==> config.mk <==
export PLATFORM = sky130hd
export DESIGN_NAME = arp_tx_sched_flat
export DESIGN_NICKNAME = d
export VERILOG_FILES = /design/src/rtl/arp_tx_if.sv /design/src/rtl/arp_tx_sched.sv /design/src/flat_wrapper.sv
export SDC_FILE = /design/constraint.sdc
export NUM_CORES = 1
export LEC_CHECK = 0
export ABC_CLOCK_PERIOD_IN_PS = 5100
export BUFFER_PORTS_ARGS = -buffer_cell sky130_fd_sc_hd__buf_2
export CORE_MARGIN = 2
export CORE_UTILIZATION = 40
export DETAILED_ROUTE_END_ITERATION = 10
export GPL_TIMING_DRIVEN = 1
export SLEW_MARGIN = 20
export SYNTH_ARGS = -nofsm -noshare
export SYNTH_HDL_FRONTEND = slang
export SYNTH_SLANG_ARGS = --single-unit
==> constraint.sdc <==
create_clock -name clk -period 5.1 [get_ports clk]
set_clock_uncertainty 0.1 [all_clocks]
set_input_delay 0.51 -clock clk [delete_from_list [all_inputs] [get_ports clk]]
set_output_delay 0.51 -clock clk [all_outputs]
set_load 0.05 [all_outputs]
==> src/rtl/arp_tx_if.sv <==
// ARP transmit word stream: 32-bit payload words under valid/ready.
interface arp_tx_if;
    logic [31:0] tx_data;
    logic        tx_valid;
    logic        tx_ready;
    logic        tx_last;

    modport master (output tx_data, output tx_valid, output tx_last, input tx_ready);
    modport slave  (input tx_data, input tx_valid, input tx_last, output tx_ready);
endinterface

==> src/rtl/arp_tx_sched.sv <==
// ARP transmit scheduler: round-robin between request and reply sources,
// serialises the 7-word ARP payload and aborts frames stalled too long.
module arp_tx_sched #(
    parameter logic [15:0] HW_TYPE    = 16'h0001,
    parameter logic [15:0] PROTO_TYPE = 16'h0800,
    parameter logic [7:0]  HW_LEN     = 8'd6,
    parameter logic [7:0]  PRO_LEN    = 8'd4,
    parameter int unsigned STALL_MAX  = 64
) (
    input  logic        clk,
    input  logic        rst_n,
    input  logic [47:0] local_mac,
    input  logic [31:0] local_ip,
    input  logic        req_valid,
    input  logic [31:0] req_target_ip,
    output logic        req_ready,
    input  logic        rep_valid,
    input  logic [47:0] rep_target_mac,
    input  logic [31:0] rep_target_ip,
    output logic        rep_ready,
    arp_tx_if.master    tx,
    output logic        busy,
    output logic        grant_src,
    output logic        done,
    output logic        abort
);
    localparam int unsigned IDX_W = 3;
    localparam int unsigned CNT_W = $clog2(STALL_MAX + 1);
    localparam logic [IDX_W-1:0] LAST_IDX  = IDX_W'(6);
    localparam logic [CNT_W-1:0] STALL_LIM = CNT_W'(STALL_MAX - 1);

    typedef enum logic {IDLE, SEND} state_t;

    state_t             state_q, state_d;
    logic [IDX_W-1:0]   idx_q, idx_d;
    logic [CNT_W-1:0]   stall_q, stall_d;
    logic               grant_q, grant_d;
    logic [47:0]        smac_q, smac_d;
    logic [31:0]        sip_q, sip_d;
    logic [47:0]        tmac_q, tmac_d;
    logic [31:0]        tip_q, tip_d;
    logic               done_q, done_d;
    logic               abort_q, abort_d;
    logic [15:0]        opcode;
    logic [31:0]        word;
    logic               sending;

    // State and latched frame fields.
    always_ff @(posedge clk or negedge rst_n) begin
        if (!rst_n) begin
            state_q <= IDLE;
            idx_q   <= '0;
            stall_q <= '0;
            grant_q <= 1'b0;
            smac_q  <= '0;
            sip_q   <= '0;
            tmac_q  <= '0;
            tip_q   <= '0;
            done_q  <= 1'b0;
            abort_q <= 1'b0;
        end else begin
            state_q <= state_d;
            idx_q   <= idx_d;
            stall_q <= stall_d;
            grant_q <= grant_d;
            smac_q  <= smac_d;
            sip_q   <= sip_d;
            tmac_q  <= tmac_d;
            tip_q   <= tip_d;
            done_q  <= done_d;
            abort_q <= abort_d;
        end
    end

    // Arbitration, word sequencing and stall watchdog.
    always_comb begin
        state_d   = state_q;
        idx_d     = idx_q;
        stall_d   = stall_q;
        grant_d   = grant_q;
        smac_d    = smac_q;
        sip_d     = sip_q;
        tmac_d    = tmac_q;
        tip_d     = tip_q;
        done_d    = 1'b0;
        abort_d   = 1'b0;
        req_ready = 1'b0;
        rep_ready = 1'b0;
        case (state_q)
            IDLE: begin
                idx_d   = '0;
                stall_d = '0;
                // On a tie the source that did not win last time goes next.
                if (req_valid && rep_valid) begin
                    rep_ready = ~grant_q;
                    req_ready = grant_q;
                end else begin
                    req_ready = req_valid;
                    rep_ready = rep_valid;
                end
                if ((req_valid && req_ready) || (rep_valid && rep_ready)) begin
                    state_d = SEND;
                    grant_d = rep_valid && rep_ready;
                    smac_d  = local_mac;
                    sip_d   = local_ip;
                    tmac_d  = grant_d ? rep_target_mac : 48'h0;
                    tip_d   = grant_d ? rep_target_ip : req_target_ip;
                end
            end
            SEND: begin
                if (tx.tx_ready) begin
                    stall_d = '0;
                    if (idx_q == LAST_IDX) begin
                        state_d = IDLE;
                        idx_d   = '0;
                        done_d  = 1'b1;
                    end else begin
                        idx_d = idx_q + IDX_W'(1);
                    end
                end else if (stall_q == STALL_LIM) begin
                    state_d = IDLE;
                    idx_d   = '0;
                    stall_d = '0;
                    abort_d = 1'b1;
                end else begin
                    stall_d = stall_q + CNT_W'(1);
                end
            end
        endcase
    end

    assign opcode = grant_q ? 16'd2 : 16'd1;

    // Payload word selected by the current index.
    always_comb begin
        word = tip_q;
        case (idx_q)
            3'd0:    word = {HW_TYPE, PROTO_TYPE};
            3'd1:    word = {HW_LEN, PRO_LEN, opcode};
            3'd2:    word = smac_q[47:16];
            3'd3:    word = {smac_q[15:0], sip_q[31:16]};
            3'd4:    word = {sip_q[15:0], tmac_q[47:32]};
            3'd5:    word = tmac_q[31:0];
            default: word = tip_q;
        endcase
    end

    assign sending     = (state_q == SEND);
    assign tx.tx_valid = sending;
    assign tx.tx_last  = sending && (idx_q == LAST_IDX);
    assign tx.tx_data  = sending ? word : 32'h0;
    assign busy        = sending;
    assign grant_src   = grant_q;
    assign done        = done_q;
    assign abort       = abort_q;
endmodule
==> src/flat_wrapper.sv <==
// flat-port wrapper written by rule: the top's interface ports become plain ports
module arp_tx_sched_flat 
#(
    parameter logic [15:0] HW_TYPE    = 16'h0001,
    parameter logic [15:0] PROTO_TYPE = 16'h0800,
    parameter logic [7:0]  HW_LEN     = 8'd6,
    parameter logic [7:0]  PRO_LEN    = 8'd4,
    parameter int unsigned STALL_MAX  = 64
)
  (clk, rst_n, local_mac, local_ip, req_valid, req_target_ip, req_ready, rep_valid, rep_target_mac, rep_target_ip, rep_ready, busy, grant_src, done, abort, tx_tx_data, tx_tx_valid, tx_tx_last, tx_tx_ready);
  arp_tx_if tx_i ();
  input  logic clk;
  input  logic rst_n;
  input  logic [47:0] local_mac;
  input  logic [31:0] local_ip;
  input  logic req_valid;
  input  logic [31:0] req_target_ip;
  output logic req_ready;
  input  logic rep_valid;
  input  logic [47:0] rep_target_mac;
  input  logic [31:0] rep_target_ip;
  output logic rep_ready;
  output logic busy;
  output logic grant_src;
  output logic done;
  output logic abort;
  output wire logic [$bits(tx_i.tx_data)-1:0] tx_tx_data;
  output wire logic [$bits(tx_i.tx_valid)-1:0] tx_tx_valid;
  output wire logic [$bits(tx_i.tx_last)-1:0] tx_tx_last;
  input wire logic [$bits(tx_i.tx_ready)-1:0] tx_tx_ready;
  assign tx_tx_data = tx_i.tx_data;
  assign tx_tx_valid = tx_i.tx_valid;
  assign tx_tx_last = tx_i.tx_last;
  assign tx_i.tx_ready = tx_tx_ready;
  arp_tx_sched #(.HW_TYPE(HW_TYPE), .PROTO_TYPE(PROTO_TYPE), .HW_LEN(HW_LEN), .PRO_LEN(PRO_LEN), .STALL_MAX(STALL_MAX)) u_core (.clk(clk), .rst_n(rst_n), .local_mac(local_mac), .local_ip(local_ip), .req_valid(req_valid), .req_target_ip(req_target_ip), .req_ready(req_ready), .rep_valid(rep_valid), .rep_target_mac(rep_target_mac), .rep_target_ip(rep_target_ip), .rep_ready(rep_ready), .tx(tx_i), .busy(busy), .grant_src(grant_src), .done(done), .abort(abort));
endmodule
== Word-level counts from Yosys, hierarchy flattened ==
Index checks and enable logic that the tools add are counted.

* Register bits: 174
* Bits of input ports: 197
* Output and inout bits: 40
* Logic and storage cells: 58

* Add/sub/neg operators: 2
* Equal/unequal tests: 8
* Mux-type cells: 29
* Bitwise gates (word level): 2
* Reduce and logical (&&, ||, !) cells: 7

{| class="wikitable"
|+ Operator list
! cell !! number
|-
| 32-bit one-hot mux with 6 select lines || 1
|-
| 32-bit 2-to-1 mux || 2
|-
| 48-bit 2-to-1 mux || 1
|-
| 1-bit 2-to-1 mux || 16
|-
| 7-bit 2-to-1 mux || 2
|-
| 7-bit one-hot mux with 2 select lines || 1
|-
| 3-bit equality test (second input constant) || 3
|-
| 3-bit 2-to-1 mux || 3
|-
| 7-bit by 1-bit adder with 7-bit output (second input constant) || 1
|-
| 7-bit by 6-bit equality test with 1-bit output (second input constant) || 1
|-
| 3-bit by 2-bit equality test with 1-bit output (second input constant) || 2
|-
| 3-bit one-hot mux with 2 select lines || 1
|-
| 1-bit logical AND || 4
|-
| 3-bit by 1-bit adder with 3-bit output (second input constant) || 1
|-
| 3-bit by 1-bit equality test with 1-bit output (second input constant) || 1
|-
| 3-bit zero test || 1
|-
| 3-bit != test (second input constant) || 1
|-
| 2-bit 2-to-1 mux || 1
|-
| 1-bit NOT || 2
|-
| 1-bit one-hot mux with 2 select lines || 1
|-
| 2-bit AND reduction || 1
|-
| 1-bit logical OR || 1
|}

== Longest topological paths before layout ==
Gate-level depths: netlist (run 1).

* Depth after elaboration: 7
* Mapped depth: 11
* Gate-level depth less buffers: 6

== Worst setup path after synthesis (run 1) ==
OpenSTA, ideal clock, no wires.

* Path kind: register to output
* Start point: reg u_core.idx_q[0]
* End point: out tx_tx_data[10]
* Arrival time: 2.719 ns
* Data required time: 4.490 ns
* Slack: 1.771 ns
* Stages on the path, launching flop included: 11
* Buffers on the path: 5
* Path through: dfrtp_1 > buf_6 > buf_2 > buf_2 > and2_1 > ha_1 > buf_2 > o21ba_2 > nand2_2 > buf_1 > a21oi_1

* Word-level cells in the longest chain between the ends: 3
* Elaborated cells on any way between the ends: 8
* Those cells by class: 5 x eq/ne; 2 x mux; 1 x reduce/logical

{| class="wikitable"
|+ Ends and longest elaborated chain
! item !! RTL line !! source
|-
| start: declaration || arp_tx_sched.sv:35 || <nowiki>logic [IDX_W-1:0] idx_q, idx_d;</nowiki>
|-
| start signal: assignment || arp_tx_sched.sv:63 || <nowiki>idx_q <= idx_d;</nowiki>
|-
| 3-bit equality test (tied with other cells) || arp_tx_sched.sv:137 || <nowiki>case (idx_q)</nowiki>
|-
| 32-bit one-hot mux with 6 select lines (*) || arp_tx_sched.sv:137 ||
|-
| 32-bit 2-to-1 mux (*) || arp_tx_sched.sv:151 || <nowiki>assign tx.tx_data = sending ? word : 32'h0;</nowiki>
|-
| end: declaration || flat_wrapper.sv:27 || <nowiki>output wire logic [$bits(tx_i.tx_data)-1:0] tx_tx_data;</nowiki>
|}

Mark *: on every way between the ends. The rest lies on a longest branch, timed or not.

== Worst setup path after layout (run 1) ==
* Start point: reg u_core.idx_q[2]
* End point: out tx_tx_data[1]

Same word-level chain as after synthesis.

==> impl_metrics.yaml, run 1 <==
yosys:
  ys_seq_area_share_pct: 53.2
  syn_inst: 692
  synth_enable_flop_cells: 0
  ys_ff_latch: 174
  ys.flop_type: "dfrtp_1"
  synth_cell_types: 46
  synth_area_leaders: "dfrtp_1 (53%), mux2_1 (13%), mux2i_1 (5.5%), a22o_1 (5.1%), o21ai_1 (3.4%)"
  synth_top_area_share_pct: 53.2
  syn_area_per_cell_um2: 11.8
  syn-num-nets: 891
  async_flop_share_pct: 100
  ys_warn_count: 0
  synth_area_mm2: 0.00819
  yosys.area.top_type: "dfrtp_1"
floorplanning:
  die-height_um: 147
  rows: 52
  dieArea_mm2: 0.0216
  io_pins: 237
  die_w_um: 147
  initial_core_util_pct: 40.6
  core_area_mm2: 0.0202
grt:
  antenna_found_initial: 3
  grt_pass1_wl_um: 34900
  grt_util_met3_pct: 4.41
  grt_start_max_net_pins: 85
  top_usage_layer: "met2"
  met1_usage_pct: 30.2
  track_usage_pct: 21.1
  grt-ovfl-total: 0
  first_global_vias: 6262
  grtUsageMet2_pct: 31.8
setup_path:
  reg2reg_depth: 4
  r2r-end: "u_core.sip_q[10]$_DFFE_PN0P_"
  criticalPathCategory: "flop to output pin"
  cp.required_ps: 4490
  endpoint_kind: "output pin"
  r2r-start: "u_core.busy$_DFF_PN0_"
  cp.arrival_ps: 3420
  r2r_slack_ps: 2720
  startpoint_type: "flop"
  cp_max_fo: 45
sta:
  setup_tns_ps: 0
  whs_ps: 19.7
  slew_violations: 0
  timing.slew.headroom_pct: 43.2
  timing.final.crit_share_pct: 78.9
  finalHoldViolCount: 0
  max_freq_mhz: 248
  tightest_slew_ps: 852
  rsz0062_at_grt: "false"
  period_minus_slack_ps: 4030
  finalSetupViolCount: 0
worst_hold_path:
  min_path_type: "input port to asynchronous set/reset pin"
final_layout:
  multiInputGateArea_mm2: 0.00347
  fillers: 1916
  final_util_pct: 49.9
  syn_to_final_growth_pct: 23.0
  nets: 1097
  drive_above_1_share_pct: 31.9
  ff_latch_area_mm2: 0.00436
clock_network:
  ctsHtreeMaxLevel: 4
  post_cts_buffers: 0
  cts_inserted_buffers: 17
  clk_latency_ps: 420
  hold_buffers: 0
  cts.sinks: 174
  clockBufferDepth: 2
  tritoncts: "built"
  clkTransAtPathRegs_ps: 60
  cts_resized: 0
  ctsRootBufferMaster: "clkbuf_16"
route:
  wl_um: 22700
  drc: 0
  wire_per_inst_um: 19.2
  drt_iter0_markers: 545
  first_pass_iters: 7
  ant_nets: 0
  via_per_inst: 5.21
  vias: 6161
power:
  total_power_mw: 7.05
  p_leak_nw: 4.88
  powerDensity_mw_per_mm2: 700
  ir_worst_vdd_mv: 0.434
run:
  cap_violations: 0
outcome:
  outcome: "finished clean"
place:
  place_congestion: 0.858
  hpwl_um: 16400
  port_buffers: 236
[synth_stat cells, types with 7 or more instances]
library cell,instances
a222oi_1,13
buf_6,12
nand2_1,45
buf_2,25
a21oi_1,22
clkbuf_1,12
buf_4,7
o21ai_0,16
dfrtp_1,174
mux2i_1,45
o21ai_1,56
a21o_1,14
mux2_1,91
a22o_1,48
a221oi_1,12
nor2_1,32
[worst max-delay path, stage by stage, from the launching register on]
cell and delay, ps:
dfrtp_1 700, inv_2 70, ha_1 200, buf_4 260
o21ba_2 510, nand2_2 550, o21ai_0 360, a31oi_1 70
buf_2 260
[state kept, by name, summed over array words and instances (netlist names)]
register and flops:
u_core.abort 1, u_core.grant_src 1, u_core.smac_q 48, u_core.sip_q 32
u_core.idx_q 3, u_core.tip_q 32, u_core.tmac_q 48, u_core.busy 1
u_core.done 1, u_core.stall_q 7
[layer usage]
layer  up-vias  share of wire [%]
met5         -                  0
met4         0                1.9
met3        26                5.3
met2       184                 46
met1      2990                 47
li1       2961                  -
[layout make-up]
cell class	count	area share [%]
sequential	174	43.2
multi-input combinational	453	34.4
timing repair buffer	247	12.6
clock buffer	19	4.50
tap	270	3.35
clock inverter	12	1.59
inverter	5	0.186
antenna	3	0.0745
[stage by stage]
| stage | cells | worst slack, ps | cell area [um2] |
|---|---|---|---|
| finish | 1183 | 1070 | 10100 |
| global route | 1183 | 661 | 10100 |
| CTS | 1180 | 1050 | 10100 |
| detailed placement | 1149 | 1530 | 9450 |
| global placement | 1149 | 1600 | 9450 |
| floorplan | 692 | 1770 | 8190 |
[cells by family (layout without fill, tap and decap cells)]
| family | Yosys count | after routing | synth area share [%] |
|---|---|---|---|
| AO/OA/AOI/OAI | 200 | 200 | 16.9 |
| XOR/XNOR | 4 | 4 | 0.428 |
| adder cells (fa/ha/maj) | 2 | 2 | 0.306 |
| buffers and inverters | 65 | 283 | 4.78 |
| flip-flops | 174 | 174 | 53.2 |
| multiplexers | 139 | 139 | 18.4 |
| other | 0 | 3 | 0 |
| AND/OR/NAND/NOR | 108 | 108 | 5.99 |
[placed cells by master (no fill, tap or decap), types with 3 or more instances in the layout]
cell type	count
a21o_1	14
a21oi_1	22
a221oi_1	12
a222oi_1	13
a22o_1	48
a22oi_1	5
a31oi_1	4
and2_1	3
buf_2	235
buf_4	11
bufinv_16	3
clkbuf_16	17
clkinvlp_4	4
dfrtp_1	173
diode_2	3
inv_1	4
inv_6	3
mux2_1	91
mux2_2	3
mux2i_1	45
nand2_1	45
nand2b_1	5
nand3_1	4
nand4b_1	3
nor2_1	32
nor3_1	5
nor3b_1	3
o21ai_0	16
o21ai_1	56
[power by group]
| part | internal (mW) | leakage [nW] | total (mW) | switching [mW] |
|---|---|---|---|---|
| Sequential | 2.04 | 2.15 | 2.43 | 0.386 |
| Combinational | 1.15 | 2.44 | 3.27 | 2.12 |
| Clock | 0.799 | 0.289 | 1.35 | 0.555 |
| Total | 3.99 | 4.88 | 7.05 | 3.06 |
[how the worst max path moves through the flow]
stage | end | cells after the start | start
5_1_grt | tx_tx_data[3] | 8 | u_core.idx_q[2]$_DFFE_PN0P_
6_report | tx_tx_data[1] | 8 | u_core.idx_q[2]$_DFFE_PN0P_
3_5_place_dp | tx_tx_data[1] | 8 | u_core.idx_q[2]$_DFFE_PN0P_
3_3_place_gp | tx_tx_data[1] | 8 | u_core.idx_q[2]$_DFFE_PN0P_
2_1_floorplan | tx_tx_data[10] | 10 | u_core.idx_q[0]$_DFFE_PN0P_
4_1_cts | tx_tx_data[1] | 8 | u_core.idx_q[2]$_DFFE_PN0P_
Note: power is estimated with default switching activity, not from simulation.
==> run 2: changes to the inputs <==
--- a/config.mk
+++ b/config.mk
@@ -5,7 +5,7 @@
 export SDC_FILE = /design/constraint.sdc
 export NUM_CORES = 1
 export LEC_CHECK = 0
-export ABC_CLOCK_PERIOD_IN_PS = 5100
+export ABC_CLOCK_PERIOD_IN_PS = 4000
 export BUFFER_PORTS_ARGS = -buffer_cell sky130_fd_sc_hd__buf_2
 export CORE_MARGIN = 2
 export CORE_UTILIZATION = 40
==> constraint.sdc (replaced) <==
create_clock -name clk -period 4 [get_ports clk]
set_clock_uncertainty 0.1 [all_clocks]
set_input_delay 0.4 -clock clk [delete_from_list [all_inputs] [get_ports clk]]
set_output_delay 0.4 -clock clk [all_outputs]
set_load 0.05 [all_outputs]
==> impl_metrics.yaml, run 2 (same netlist as run 1, synthesis figures left out) <==
grt:
  top_usage_layer: "met2"
  grt-ovfl-total: 0
  grt_pass1_wl_um: 35000
  grt_util_met3_pct: 4.16
  grtUsageMet2_pct: 32.0
  met1_usage_pct: 31.0
  track_usage_pct: 21.2
  antenna_found_initial: 1
  grt_start_max_net_pins: 86
  first_global_vias: 6122
route:
  vias: 6193
  via_per_inst: 5.22
  wl_um: 22800
  wire_per_inst_um: 19.2
  drt_iter0_markers: 453
  ant_nets: 0
  first_pass_iters: 5
  drc: 0
sta:
  max_freq_mhz: 269
  finalHoldViolCount: 0
  tightest_slew_ps: 952
  timing.slew.headroom_pct: 36.5
  rsz0062_at_grt: "false"
  setup_tns_ps: 0
  period_minus_slack_ps: 3710
  slew_violations: 0
  timing.final.crit_share_pct: 92.8
  finalSetupViolCount: 0
power:
  p_leak_nw: 4.90
  ir_worst_vdd_mv: 0.545
  powerDensity_mw_per_mm2: 893
place:
  placed_cells: 1152
  hpwl_um: 16400
  place_congestion: 0.855
  port_buffers: 236
final_layout:
  syn_to_final_growth_pct: 23.4
  final_util_pct: 50.1
  layout_common_cells: "buf_2 (235), dfrtp_1 (173), mux2_1 (91)"
  nets: 1101
  reg_top3: "u_core.smac_q (48), u_core.tmac_q (48)"
  final_common_cell: "buf_2"
  drive_above_1_share_pct: 31.9
  multiInputGateArea_mm2: 0.00347
  fillers: 1889
  ff_latch_area_mm2: 0.00436
  stdcell_count: 1186
floorplanning:
  initial_core_util_pct: 40.6
  die_w_um: 147
  die-height_um: 147
  dieArea_mm2: 0.0216
  core_area_mm2: 0.0202
  io_pins: 237
  rows: 52
clock_network:
  cts.sinks: 174
  cts_resized: 0
  clk_latency_ps: 430
  ctsRootBufferMaster: "clkbuf_16"
  clkTransAtPathRegs_ps: 70
  cts_inserted_buffers: 17
  ctsHtreeMaxLevel: 4
  clockBufferDepth: 2
  tritoncts: "built"
setup_path:
  cp.required_ps: 3500
  cp_slowest_cell: "dfrtp_2"
  cp_max_fo: 45
  crit_path_max_incr_delay_ps: 580
  crit_buf_inv: 1
  endpoint_kind: "output pin"
  path_delay_family: "compound AO/OA/AOI/OAI gates"
  startpoint_type: "flop"
  cp.arrival_ps: 3210
  criticalPathCategory: "flop to output pin"
  crit_chain: "and2_1 -> ha_1 -> o21ba_2 -> nand2_2 -> o21ai_0 -> a21oi_1 -> buf_2"
outcome:
  outcome: "finished clean"
worst_hold_path:
  min_path_type: "input port to flop"
run:
  cap_violations: 0
## run 2: changes by cell type in the layout (fill, tap and decap cells not counted), sizes merged
cell / before / now
buf: 247 / 250
clkinv: 2 / 4
diode: 3 / 1
bufinv: 3 / 4
clkbuf: 19 / 18
dlygate4sd3: 0 / 1
inv: 8 / 7
## run 2: final timing paths
path / from / end / slack, ps / cells past startpoint
worst min register to register: u_core.stall_q[0]$_DFF_PN0_ / u_core.stall_q[0]$_DFF_PN0_ / 380 / 1
worst max-delay path: u_core.idx_q[0]$_DFFE_PN0P_ / tx_tx_data[0] / 290 / 7
max in group asynchronous: rst_n / u_core.smac_q[44]$_DFFE_PN0P_ / 2310 / 3
worst max register to register: u_core.busy$_DFF_PN0_ / u_core.sip_q[9]$_DFFE_PN0P_ / 1350 / 4
worst min-delay path: local_ip[5] / u_core.sip_q[5]$_DFFE_PN0P_ / 70 / 2
min in group asynchronous: rst_n / u_core.sip_q[28]$_DFFE_PN0P_ / 480 / 2
## run 2: timing repair
item / 4_1_cts / 5_1_grt
endpoints found under the hold margin: 82 / 0
hold buffers: 1 / 0
buffers inserted: 0 / 0
## run 2: routing by layer
metal	vias to the layer above	wire length, um	share of wire [%]
met3	23	1110	4.9
met1	3021	10900	48
li1	2963	-	-
met2	186	10300	45
met4	0	393	1.7
met5	-	0	0
## run 2: report_power, final
| group | internal, mW | total [mW] | leakage (nW) | switching [mW] |
|---|---|---|---|---|
| registers | 2.60 | 3.13 | 2.15 | 0.530 |
| logic | 1.48 | 4.13 | 2.46 | 2.65 |
| clock network | 1.05 | 1.76 | 0.293 | 0.716 |
## run 2: area by class of cell
cell class | count | area share, %
clock buffers | 18 | 4.25
repair buffers | 251 | 12.9
inverters | 5 | 0.186
clock inverters | 14 | 1.89
multi-input cells | 453 | 34.3
flip-flops and latches | 174 | 43.1
well taps | 270 | 3.34
diodes | 1 | 0.0248
## run 2: stage by stage
step                      hold WS (ps)  cell area, um2  total power, mW  setup slack (ps)
final                             74.9           10100             9.03               288
after global placement             366            9470             7.26               818
after CTS                         63.9           10100             9.09               256
after floorplan                   4.41            8190             6.27               781
after detailed placement           371            9470             7.31               717
after global routing              70.8           10100             9.57              88.9
==> run 3: changes to the inputs <==
--- a/config.mk
+++ b/config.mk
@@ -5,6 +5,7 @@
 export SDC_FILE = /design/constraint.sdc
 export NUM_CORES = 1
 export LEC_CHECK = 0
+export ABC_AREA = 1
 export ABC_CLOCK_PERIOD_IN_PS = 4000
 export BUFFER_PORTS_ARGS = -buffer_cell sky130_fd_sc_hd__buf_2
 export CORE_MARGIN = 2
==> impl_metrics.yaml, run 3 <==
outcome:
  outcome: "finished clean"
grt:
  grt_pass1_wl_um: 42200
  track_usage_pct: 24.3
  grt-ovfl-total: 0
  antenna_found_initial: 1
  grt_start_max_net_pins: 93
  first_global_vias: 7703
final_layout:
  drive_above_1_share_pct: 25.5
  stdcell_count: 1596
  reg_top3: "u_core.smac_q (48), u_core.tmac_q (48)"
  nets: 1506
  final_common_cell: "nand2_1"
  syn_to_final_growth_pct: 22.0
  fillers: 2165
  layout_common_cells: "nand2_1 (333), buf_2 (235), nand3_1 (213)"
sta:
  slew_violations: 0
  finalSetupViolCount: 0
  timing.slew.headroom_pct: 33.6
  period_minus_slack_ps: 3230
  timing.final.crit_share_pct: 80.8
  max_freq_mhz: 309
  rsz0062_at_grt: "false"
  tightest_slew_ps: 997
  setup_tns_ps: 0
  finalHoldViolCount: 0
yosys:
  async_flop_share_pct: 100
  yosys.area.top_type: "dfrtp_1"
  synth.most_common_cell: "nand2_1"
  syn-num-nets: 1313
  synth_area_leaders: "dfrtp_1 (50%), nand2_1 (14%), nand3_1 (12%), o21ai_0 (4.4%), nor2_1 (2.9%)"
  ys_seq_area_share_pct: 50.1
  synth_area_mm2: 0.00869
  syn_area_per_cell_um2: 7.80
  synth_enable_flop_cells: 0
  ys_ff_latch: 174
  syn_inst: 1114
  synth_cell_types: 28
  ys_warn_count: 0
  ys.flop_type: "dfrtp_1"
  synth_top_area_share_pct: 50.1
  synth_top_cells_by_count: "nand2_1 (333), nand3_1 (213), dfrtp_1 (174)"
floorplanning:
  io_pins: 237
  rows: 53
  die-height_um: 151
  core_area_mm2: 0.0212
  dieArea_mm2: 0.0229
  die_w_um: 151
  initial_core_util_pct: 41.1
route:
  vias: 8114
  drt_iter0_markers: 657
  wire_per_inst_um: 17.2
  wl_um: 27500
  first_pass_iters: 5
  via_per_inst: 5.08
  ant_nets: 0
  drc: 0
clock_network:
  clkTransAtPathRegs_ps: 70
  ctsRootBufferMaster: "clkbuf_16"
  cts_inserted_buffers: 17
  cts_resized: 0
  post_cts_buffers: 0
  clk_latency_ps: 420
  clockBufferDepth: 2
  tritoncts: "built"
  cts.sinks: 174
  ctsHtreeMaxLevel: 4
  hold_buffers: 1
place:
  hpwl_um: 18700
  placed_cells: 1562
  port_buffers: 236
  place_congestion: 0.835
worst_hold_path:
  min_path_type: "input port to flop"
  hp-start: "local_ip[3]"
setup_path:
  crit_start: "u_core.idx_q[1]$_DFFE_PN0P_"
  cp.required_ps: 3500
  endpoint_kind: "output pin"
  criticalPathCategory: "flop to output pin"
  cp_max_fo: 30
  r2r-start: "u_core.grant_src$_DFFE_PN0P_"
  startpoint_type: "flop"
  cp.arrival_ps: 2730
power:
  total_power_mw: 8.58
  ir_worst_vdd_mv: 0.354
  p_leak_nw: 5.61
  powerDensity_mw_per_mm2: 809
run:
  cap_violations: 0
-- run 3: cell types whose count changed after synthesis, moves of 16 or more --
cell	delta
o211ai_1	+32
o21ai_0	+60
inv_1	+42
o21ai_1	-36
mux2_1	-91
nor2_1	+36
nand3_1	+209
a22o_1	-48
or2_2	+33
mux2i_1	-45
buf_2	+16
nand2_1	+288
-- run 3: area by class of cell --
type                    count  area (um2)  area share [%]
diodes                      1        2.50          0.0236
clock buffers              19         443            4.18
clock inverters            13         155            1.46
inverters                  52         200            1.89
multi-input cells         806        3730            35.2
flip-flops and latches    174        4350            41.1
well taps                 275         344            3.25
repair buffers            256        1370            12.9
-- run 3: cells by family (layout without fill, tap and decap cells) --
family	after synthesis	in the layout	share of synthesized area [%]
flops	174	174	50.1
other cells	0	1	0
compound gates	139	139	9.03
simple gates	664	664	33.4
buf+inv	134	340	7.02
fa+ha+maj	2	2	0.288
xor+xnor	1	1	0.101
-- run 3: report_power, final --
group | switching (mW) | internal (mW)
sequential | 0.406 | 2.53
combinational | 2.85 | 1.10
clock | 0.734 | 0.952
-- run 3: worst paths after layout --
kind	to	slack, ps	depth (start not counted)
min in group asynchronous	u_core.tmac_q[24]$_DFFE_PN0P_	490	2
max in group asynchronous	u_core.stall_q[3]$_DFF_PN0_	2310	3
setup / recovery	tx_tx_data[18]	770	8
setup reg to reg	u_core.tip_q[30]$_DFFE_PN0P_	1290	9
hold / removal	u_core.sip_q[3]$_DFFE_PN0P_	60	3
hold reg to reg	u_core.tmac_q[9]$_DFFE_PN0P_	400	2
-- run 3: per-layer routing --
| layer | routed length, um | track usage, % | vias to the layer above | share of wire, % |
|---|---|---|---|---|
| li1 | - | - | 4048 | - |
| met1 | 13500 | 37.6 | 3746 | 49 |
| met4 | 362 | 6.21 | 0 | 1.3 |
| met3 | 2190 | 6.08 | 26 | 8.0 |
| met5 | 0 | 0 | - | 0 |
| met2 | 11500 | 33.7 | 294 | 42 |
-- run 3: through the flow --
step	setup slack, ps	instance area, um2	util, %	hold slack, ps
2_1_floorplan	1400	8690	-	4.41
3_3_place_gp	1170	9990	47.2	382
3_5_place_dp	1140	9990	47.2	387
4_1_cts	743	10600	50.1	42.4
5_1_grt	572	10600	50.1	46.0
6_report	766	10600	50.1	61.8
-- run 3: critical path, cell delays in order (launching register included) --
cell     delay [ps]
dfrtp_1         530
nand2_1         110
inv_1            40
ha_1            220
inv_1           700
o21ai_0         250
nor2_1          160
a21oi_1          80
buf_2           220
